## src/rtl/rx_byte_fifo.sv

```systemverilog
// Byte FIFO behind a serial receiver: one push per rising edge of rx_done, 1-cycle registered pop.
// Define RX_FIFO_OVERRUN_EN to enable the sticky overrun flag for dropped bytes.
module rx_byte_fifo #(
    parameter int unsigned WIDTH = 8,
    parameter int unsigned DEPTH = 16
) (
    input  logic                   clk,
    input  logic                   rst,
    input  logic [WIDTH-1:0]       rx_data,
    input  logic                   rx_done,
    input  logic                   rd_en,
    output logic [WIDTH-1:0]       rd_data,
    output logic                   rd_valid,
    output logic                   empty,
    output logic                   full,
    output logic [$clog2(DEPTH):0] count,
    input  logic                   ovr_clr,
    output logic                   overrun
);
    localparam int unsigned AW = $clog2(DEPTH);
    localparam int unsigned CW = AW + 1;

    if (DEPTH < 2 || DEPTH > 256 || (DEPTH & (DEPTH - 1)) != 0) begin : gen_bad_depth
        $error("rx_byte_fifo: DEPTH must be a power of two in 2..256");
    end

    logic [WIDTH-1:0] mem_q [DEPTH];
    logic [AW-1:0]    wr_ptr_q, rd_ptr_q;
    logic [CW-1:0]    count_q, count_d;
    logic             empty_q, full_q;
    logic             done_q;
    logic             rd_valid_q;
    logic [WIDTH-1:0] rd_data_q;
    logic             push, pop_ok, push_ok;

    assign push    = rx_done & ~done_q;
    assign pop_ok  = rd_en & ~empty_q;
    // A full FIFO still takes the byte if a pop frees the slot in the same cycle.
    assign push_ok = push & (~full_q | pop_ok);

    always_comb begin
        count_d = count_q;
        if (push_ok && !pop_ok) begin
            count_d = count_q + CW'(1);
        end else if (pop_ok && !push_ok) begin
            count_d = count_q - CW'(1);
        end
    end

    always_ff @(posedge clk) begin
        if (!rst) begin
            // done_q=1 keeps an rx_done held through reset from pushing afterwards.
            done_q     <= 1'b1;
            wr_ptr_q   <= '0;
            rd_ptr_q   <= '0;
            count_q    <= '0;
            empty_q    <= 1'b1;
            full_q     <= 1'b0;
            rd_valid_q <= 1'b0;
            rd_data_q  <= '0;
        end else begin
            done_q     <= rx_done;
            rd_valid_q <= pop_ok;
            if (push_ok) begin
                wr_ptr_q <= wr_ptr_q + AW'(1);
            end
            if (pop_ok) begin
                rd_ptr_q  <= rd_ptr_q + AW'(1);
                rd_data_q <= mem_q[rd_ptr_q];
            end
            count_q <= count_d;
            empty_q <= (count_d == '0);
            full_q  <= (count_d == CW'(DEPTH));
        end
    end

    always_ff @(posedge clk) begin
        if (push_ok) begin
            mem_q[wr_ptr_q] <= rx_data;
        end
    end

`ifdef RX_FIFO_OVERRUN_EN
    logic overrun_q;

    always_ff @(posedge clk) begin
        if (!rst) begin
            overrun_q <= 1'b0;
        end else if (push && !push_ok) begin
            overrun_q <= 1'b1;
        end else if (ovr_clr) begin
            overrun_q <= 1'b0;
        end
    end

    assign overrun = overrun_q;
`else
    logic unused_ovr_clr;
    assign unused_ovr_clr = ovr_clr;
    assign overrun        = 1'b0;
`endif

    assign rd_data  = rd_data_q;
    assign rd_valid = rd_valid_q;
    assign empty    = empty_q;
    assign full     = full_q;
    assign count    = count_q;

endmodule

```

## config.mk

```make
export PLATFORM = sky130hd
export DESIGN_NAME = rx_byte_fifo
export DESIGN_NICKNAME = d
export VERILOG_FILES = /design/src/rtl/rx_byte_fifo.sv
export SDC_FILE = /design/constraint.sdc
export NUM_CORES = 1
export LEC_CHECK = 0
export CAP_MARGIN = 20
export CORE_MARGIN = 4
export CORE_UTILIZATION = 59
export DETAILED_ROUTE_END_ITERATION = 10
export PLACE_DENSITY_LB_ADDON = 0.25
export SLEW_MARGIN = 20
export SYNTH_ARGS = -nofsm -noshare
export SYNTH_HDL_FRONTEND = slang
export SYNTH_SLANG_ARGS = --single-unit
```

## constraint.sdc

```tcl
create_clock -name clk -period 2.26 [get_ports clk]
set_input_delay 0.226 -clock clk [delete_from_list [all_inputs] [get_ports clk]]
set_output_delay 0.226 -clock clk [all_outputs]
set_load 0.03 [all_outputs]
```

### Word level (Yosys, flattened, before mapping)

Memories as Yosys holds them, arrays and structs flattened. A register that Yosys moved wholly into a read port is not among the register bits.
Index checks and enable logic that the tools add are counted.

* $add $sub $neg: 4
* $mul: 0
* div/mod/pow operators: 0
* magnitude comparators: 0
* eq/ne operators: 1
* shifts and indexed selects: 0
* mux-type cells: 4
* bitwise operators: 7
* reductions and logical operators: 6

Operators with widths (count)
* $mux W5: 2
* $add A4 B1 Y4 const B: 2
* $add A5 B1 Y5 const B: 1
* $eq A5 B5 Y1 const B: 1
* $logic_not A5 Y1: 1
* $sub A5 B1 Y5 const B: 1
* $and A1 B1 Y1: 3
* $logic_not A1 Y1: 3
* $not A1 Y1: 3
* $logic_and A1 B1 Y1: 2
* $mux W1: 2
* $or A1 B1 Y1: 1

* register bits: 17
* latch bits: 0
* memory bits (writable): 128
* bits in read-only memories: 0
* input port bits: 13
* output and inout port bits: 17
* logic and storage cells: 30
* memories kept: 1

Memories
* mem_q: words 16, width 8, rd ports 1, clocked after memory_dff 1, wr ports 1, RTL line 27 `logic [WIDTH-1:0] mem_q [DEPTH];`

### Logic depth before layout (Yosys ltp)

Gate-level depths: netlist of run 1.

* word-level depth: 9
* depth in mapped cells: 6
* gate-level depth less buffers: 6

### Worst setup path after synthesis of run 1

No wires, ideal clock.

* path kind: reg2reg
* start: register empty_q, in the netlist empty
* end: memory mem_q[3][0] (enable)
* setup time: 0.383 ns
* arrival: 1.681 ns
* data required time: 1.877 ns
* slack: 0.195 ns
* cell stages (with the launch flop): 5
* buffers on the path: 0
* period minus slack after synthesis: 2.065 ns
* cell sequence: dfxtp_1 -> nand2b_1 -> a21oi_2 -> nand2_1 -> nor3_1

* word-level cells in the longest chain between the ends: 6

Ends and longest elaborated chain
* start: declaration: RTL line 30 `logic empty_q, full_q;`
* start signal: assignment: RTL line 72 `empty_q <= (count_d == '0);`
* $not A1 Y1: RTL line 37 `assign pop_ok = rd_en & ~empty_q;`
* $and A1 B1 Y1: RTL line 37
* $or A1 B1 Y1: RTL line 39 `assign push_ok = push & (~full_q | pop_ok);`
* $and A1 B1 Y1: RTL line 39
* $mux W1: RTL line 78 `if (push_ok) begin`
* $mux W1 (not written as such): RTL line 79 `mem_q[wr_ptr_q] <= rx_data;`
* end: declaration: RTL line 27

No other way between the ends.

### Final worst setup path of run 1

* start: register count_q[1], in the netlist count[1]
* end: output port count[1]

RTL lines
* start: declaration: RTL line 29 `logic [CW-1:0] count_q, count_d;`
* start signal: assignment: RTL line 71 `count_q <= count_d;`
* end: declaration: RTL line 16 `output logic [$clog2(DEPTH):0] count,`

No word-level cell between the ends.

==> summary.md, run 1 <==
| Metric | Value |
|---|---|
| Detailed placer's ending HPWL | `7260 um` |
| I/O pin count | `30` |
| Area leader, netlist | `edfxtp_1` |
| Worst-Margin Slew | `between 700 and 800 ps` |
| Crit Path Max Fanout | `9` |
| Max-cap violations | `0` |
| Async SR Flop Fraction | `0%` |
| Ant. Diodes | `0` |
| Unrepaired setup endpoints after global routing | `false` |
| Share of cells above drive strength 1 | `21.9%` |
| Initial Utilization | `61.7%` |
| Synth Cell Area | `6140 um2` |
| Slew HR | `49.4%` |
| Most frequent cells in the layout | `128 x edfxtp_1, 27 x clkdlybuf4s50_1, 25 x buf_4` |
| Core area | `9950 um2` |
| CTS Buf Count | `17` |
| Period utilisation layout | `87.2%` |
| Die Area | `12100 um2` |
| Tot Pwr | `0.00696 W` |
| WL/cell | `21.2 um` |
| EDFF count, synth | `128` |
| Final Setup Violations | `0` |
| Netlist cell types | `43` |
| Flop pwr share | `46.2%` |
| Worst setup EP type | `output port` |
| Detail Route Antenna Nets | `0` |
| Max incr delay on CP | `730 ps` |
| CP top delay family | `buffers and inverters` |
| Die height | `110 um` |
| Comb power frac | `15.5%` |
| Area grow syn2layout | `17.4%` |
| NumNets Final | `409` |
| First DRT Iteration DRCs | `roughly 270` |
| CP Data Required Time | `2030 ps` |
| Outcome | `completed` |
| I/O Buffers | `27` |
| First-pass GRT wire length | `18200 um` |
| Hold WC Path Type | `input port to flop` |
| Yosys warning count | `0` |
| Synth Flop Type | `edfxtp_1` |
| Maximum VDD drop | `0.683 mV` |
| Vias | `3178` |
| Min cycle time layout | `1970 ps` |
| P_sw | `0.00180 W` |
| CTS root buf | `clkbuf_8` |
| Reg clk slew, reported paths | `70 ps` |
| Placed Area | `between 6000 and 7000 um2` |
| Mean Syn Cell Area | `18.3 um2` |
| Seq/Total Area, Yosys | `between 70% and 80%` |
| Post-Synthesis Cells | `336` |
| Final wirelength | `11400 um` |
| Core Rows | `36` |
| Switch share | `25.9%` |
| Max clock buf depth | `2` |
| CP max-delay cell | `clkdlybuf4s50_1` |
| Largest net degree at the start of global routing | `36` |
| First-pass DRT Iterations | `5` |
| Seq cells post-synth | `153` |
| Power share of the clock group | `38.3%` |
| CP Launch Type | `flop` |
| Area contributors post-synth | `edfxtp_1 63%, dfxtp_1 8.1%, mux4_2 7.0%` |
| Critical-path cell list | `clkdlybuf4s50_1` |
| Top achievable clock speed | `between 0.5 and 0.6 GHz` |
| Vias in the first global route | `3346` |
| Share of the synthesized area in the top cell type | `62.6%` |
| Hold bufs inserted after CTS | `0` |
| Vias per inst | `5.94` |
| Buf/Inv on CP | `1` |
| Post-cts sizing count | `0` |
| Tot GR Track Use | `about a fifth` |
| Critical setup path kind | `flop to output port` |
| Hold Fails Final Rpt | `0` |
| Initial antenna violation count | `0` |
| Cell Int Power | `0.00515 W` |
| Crit path DAT | `1740 ps` |
| # DRC | `0` |
| Setup TNS | `0 ps` |
| Worst-skew pair later-pin latency | `520 ps` |
| Htree depth | `4` |
| Global placer's final weighted congestion | `a little under 0.9` |
| Die X | `110 um` |
| Syn_nets | `356` |
| Post-layout instance area | `slightly above 7000 um2` |
| Total gr overflow | `0` |
| CTS sink count | `153` |
| CTS tree | `built` |
| Power density over the cells | `965 nW/um2` |
| Slew Limit Fails | `0` |
| Commonest non-fill, non-tap cell in the layout | `edfxtp_1` |
| Post-CTS Setup Inserts | `0` |
| Leak | `~2.4 nW` |
| Final Skew | `~8.3 ps` |
==> flip-flops by register name (all words and copies together), names as in the netlist <==
| signal | flops |
|---|---|
| rd_ptr_q | 4 |
| mem_q | 128 |
| count | 5 |
| done_q | 1 |
| full | 1 |
| empty | 1 |
| wr_ptr_q | 4 |
| rd_data | 8 |
| rd_valid | 1 |
==> kinds of logic (layout without fill, tap and decap cells) <==
group	Yosys count	after routing	share of synthesized area, %
mux	33	33	12.7
other cells	1	1	0.0610
compound gates	46	46	5.50
simple gates	63	63	5.44
fa+ha+maj	7	7	1.43
xor+xnor	8	8	1.14
buf+inv	25	91	2.99
flops	153	153	70.7
==> power by group through the flow <==
stage | combinational [W] | clock [W] | sequential [W]
6_report | 0.00108 | 0.00266 | 0.00322
5_1_grt | 0.00116 | 0.00286 | 0.00323
4_1_cts | 0.00109 | 0.00271 | 0.00322
3_5_place_dp | 0.00108 | 0 | 0.00328
3_3_place_gp | 0.00106 | 0 | 0.00327
2_1_floorplan | 0.000671 | 0 | 0.00339
==> path summary, 6_finish.rpt <==
path / start / to / slack [ps] / cells after the start
worst max-delay path: count[1] / count[1] / 290 / 1
worst min-delay path: rx_done / done_q / 300 / 2
worst max register to register: rd_ptr_q[0] / rd_data[7] / 310 / 5
worst min register to register: rd_data[6] / rd_data[6] / 470 / 1
==> metal layers <==
metal  up-vias  wire, um  track usage (%)
met1      1607      4690             26.9
met3        20       645             6.17
met4         0       190             6.50
met5         -         0                0
met2       100      5840             35.1
li1       1451         -                -
==> Yosys cell counts (4+ instances only) <==
cell type and instances:
edfxtp_1 128, dfxtp_1 25, mux4_2 19, a22oi_1 16, nor2_1 16, mux4_1 13
nand2_1 12, a21oi_1 11, and2_1 9, xnor2_1 8, ha_1 7, nand2b_1 6
a31o_1 5, clkbuf_1 5, inv_1 5, nor3_1 5, buf_2 4
==> through the flow <==
step / std cells / setup slack [ps] / utilization [%] / hold slack (ps)
floorplan: 336 / 195 / - / 325
global placement: 503 / 199 / 66.8 / 459
detailed placement: 503 / 135 / 66.8 / 462
CTS: 535 / 277 / 72.5 / 285
global route: 535 / 200 / 72.5 / 309
finish: 535 / 290 / 72.5 / 304
==> area by class of cell <==
| type | instances | area (um2) |
|---|---|---|
| clock buffers | 17 | 414 |
| clock inverters | 15 | 154 |
| fillers | 606 | 2740 |
| inverters | 5 | 18.8 |
| multi-input cells | 158 | 1620 |
| flip-flops and latches | 153 | 4350 |
| well taps | 133 | 166 |
| repair buffers | 54 | 498 |
(Power assumes the default switching activity.)
==> run 2, diff against run 1 <==
Settings changed: CORE_ASPECT_RATIO from default to 1.2.
==> summary.md, run 2 (synthesized netlist as in run 1, its figures left out) <==
| Metric | Value |
|---|---|
| NumNets Final | `405 (-0.98%)` |
| Hold Fails Final Rpt | `0 (unchanged)` |
| Setup TNS | `0 ps (unchanged)` |
| Tot Pwr | `0.00703 W (+1.0%)` |
| Hold bufs inserted after CTS | `0 (unchanged)` |
| Critical setup path kind | `flop to flop` |
| Global Route met1 Usage | `26.4% (-0.44 points)` |
| Reg clk slew, reported paths | `60 ps (about the same)` |
| Ant. Diodes | `0 (unchanged)` |
| Worst-Margin Slew | `665 ps (-92.0 ps)` |
| Tot GR Track Use | `21.1% (+0.026 points)` |
| Unrepaired setup endpoints after global routing | `false` |
| Top achievable clock speed | `0.483 GHz (-4.9%)` |
| Detail Route Antenna Nets | `0 (unchanged)` |
| Fill count | `641 (+5.8%)` |
| Share of cells above drive strength 1 | `20.6% (-1.3 points)` |
| CP Launch Type | `flop` |
| Outcome | `completed` |
| Global placer's final weighted congestion | `0.796 (-8.1%)` |
| CP top delay family | `compound AO/OA/AOI/OAI gates` |
| Core area | `10100 um2 (+1.6%)` |
| Post-CTS Setup Inserts | `0 (unchanged)` |
| Die X | `101 um (-8.1%)` |
| Critical-path cell list | `buf_12 > mux4_1 > a22oi_1 > a21oi_1 > a31o_1` |
| Vias in the first global route | `3173 (-5.2%)` |
| Total gr overflow | `0 (unchanged)` |
| Crit Path Max Fanout | `18 (+9)` |
| Post-cts sizing count | `0 (unchanged)` |
| First DRT Iteration DRCs | `265 (-2.2%)` |
| Met3 global-route usage | `6.74% (+0.57 points)` |
| Hold WC Path Type | `input port to flop` |
| CTS tree | `built` |
| Max clock buf depth | `2 (unchanged)` |
| Core Rows | `40 (+11%)` |
| Vias | `3180 (+0.063%)` |
| I/O pin count | `30 (unchanged)` |
| CP Data Required Time | `2560 ps (+530 ps)` |
| Max-cap violations | `0 (unchanged)` |
| Commonest non-fill, non-tap cell in the layout | `edfxtp_1` |
| Htree depth | `4 (unchanged)` |
| Initial antenna violation count | `0 (unchanged)` |
| Final Setup Violations | `0 (unchanged)` |
| Buf/Inv on CP | `1 (unchanged)` |
| Most frequent cells in the layout | `128 x edfxtp_1, 27 x clkdlybuf4s50_1, 24 x dfxtp_1` |
| Busiest grt layer | `met2` |
| DP Cell Count | `492 (-2.2%)` |
| Slew Limit Fails | `0 (unchanged)` |
| Final Skew | `7.12 ps (-1.20 ps)` |
| Non-filler instance count after layout | `524 (-2.1%)` |
| CTS sink count | `153 (unchanged)` |
| Slew HR | `55.5% (+6.1 points)` |
| # DRC | `0 (unchanged)` |
| Period utilisation layout | `91.7% (+4.5 points)` |
| Largest Register | `mem_q` |
| CTS root buf | `clkbuf_16` |
| Max reg flops | `128 (unchanged)` |
| Detailed placer's ending HPWL | `7380 um (+1.6%)` |
| First-pass GRT wire length | `18000 um (-0.72%)` |
| Min cycle time layout | `2070 ps (+101 ps)` |
| CTS Buf Count | `17 (unchanged)` |
| First-pass DRT Iterations | `5 (unchanged)` |
| Grt met2 use | `34.4% (-0.77 points)` |
| Die height | `120 um (+8.9%)` |
| Largest net degree at the start of global routing | `36 (unchanged)` |
| Vias per inst | `6.07 (+2.2%)` |
| WL/cell | `22.5 um (+5.9%)` |
| Crit path DAT | `2370 ps (+630 ps)` |
| Worst setup EP type | `flop` |
| Area of the multi-input gates | `1620 um2 (unchanged)` |
| Initial Utilization | `60.8% (-0.95 points)` |
| I/O Buffers | `27 (unchanged)` |
| Die Area | `12100 um2 (about the same)` |
| Area occupied by registers | `4350 um2 (unchanged)` |
| Leak | `2.40 nW (-0.34%)` |
| Power density over the cells | `977 nW/um2 (+1.3%)` |
| CP max-delay cell | `mux4_1` |
| Final wirelength | `11800 um (+3.7%)` |
| Area grow syn2layout | `17.0%` |
| Worst-skew pair later-pin latency | `410 ps (-110 ps)` |
| Hold slack | `411 ps (+107 ps)` |
| Max incr delay on CP | `640 ps (-90 ps)` |
| Maximum VDD drop | `0.703 mV (+2.9%)` |
## run 2: area by class of cell
cell class,count,area share (%)
flip-flops and latches,153,60.4
clock inverters,9,1.20
clock buffers,23,6.94
multi-input cells,158,22.5
inverters,5,0.261
repair buffers,50,6.51
well taps,126,2.19
## run 2: stage by stage
stage	utilization (%)	setup slack, ps	area [um2]
finish	71.1	189	7190
global route	71.1	120	7190
CTS	71.1	199	7190
detailed placement	65.3	108	6610
global placement	65.3	176	6610
floorplan	-	195	6140
## run 2: worst reg2reg max path: cells and delay by family (launching register included)
family                 cells  cell delay, ps
AO/OA/AOI/OAI              3             670
buffers and inverters      1             210
flip-flops                 1             420
multiplexers               1             670
## run 2: final timing paths
path,slack (ps),end,startpoint,cells past startpoint
worst max-delay path,190,rd_data[3],rd_ptr_q[0],5
worst min-delay path,410,done_q,rx_done,2
worst max register to register,190,rd_data[3],rd_ptr_q[0],5
worst min register to register,480,rd_data[7],rd_data[7],1
## run 2: layer usage
layer,wire [um],vias up
li1,-,1445
met1,4490,1610
met2,6210,109
met3,819,16
met4,272,0
met5,0,-
## run 2: power breakdown
group,total (W),internal (W),switching (W)
Sequential,0.00322,0.00314,0.0000828
Combinational,0.00109,0.000514,0.000573
Clock,0.00272,0.00167,0.00105
Total,0.00703,0.00532,0.00171
==> run 3, diff against run 2 <==
Settings changed: CORE_ASPECT_RATIO 1.2 to default.
==> results of run 3 <==
The final DEF is identical to that of run 1; final timing and power are the same.
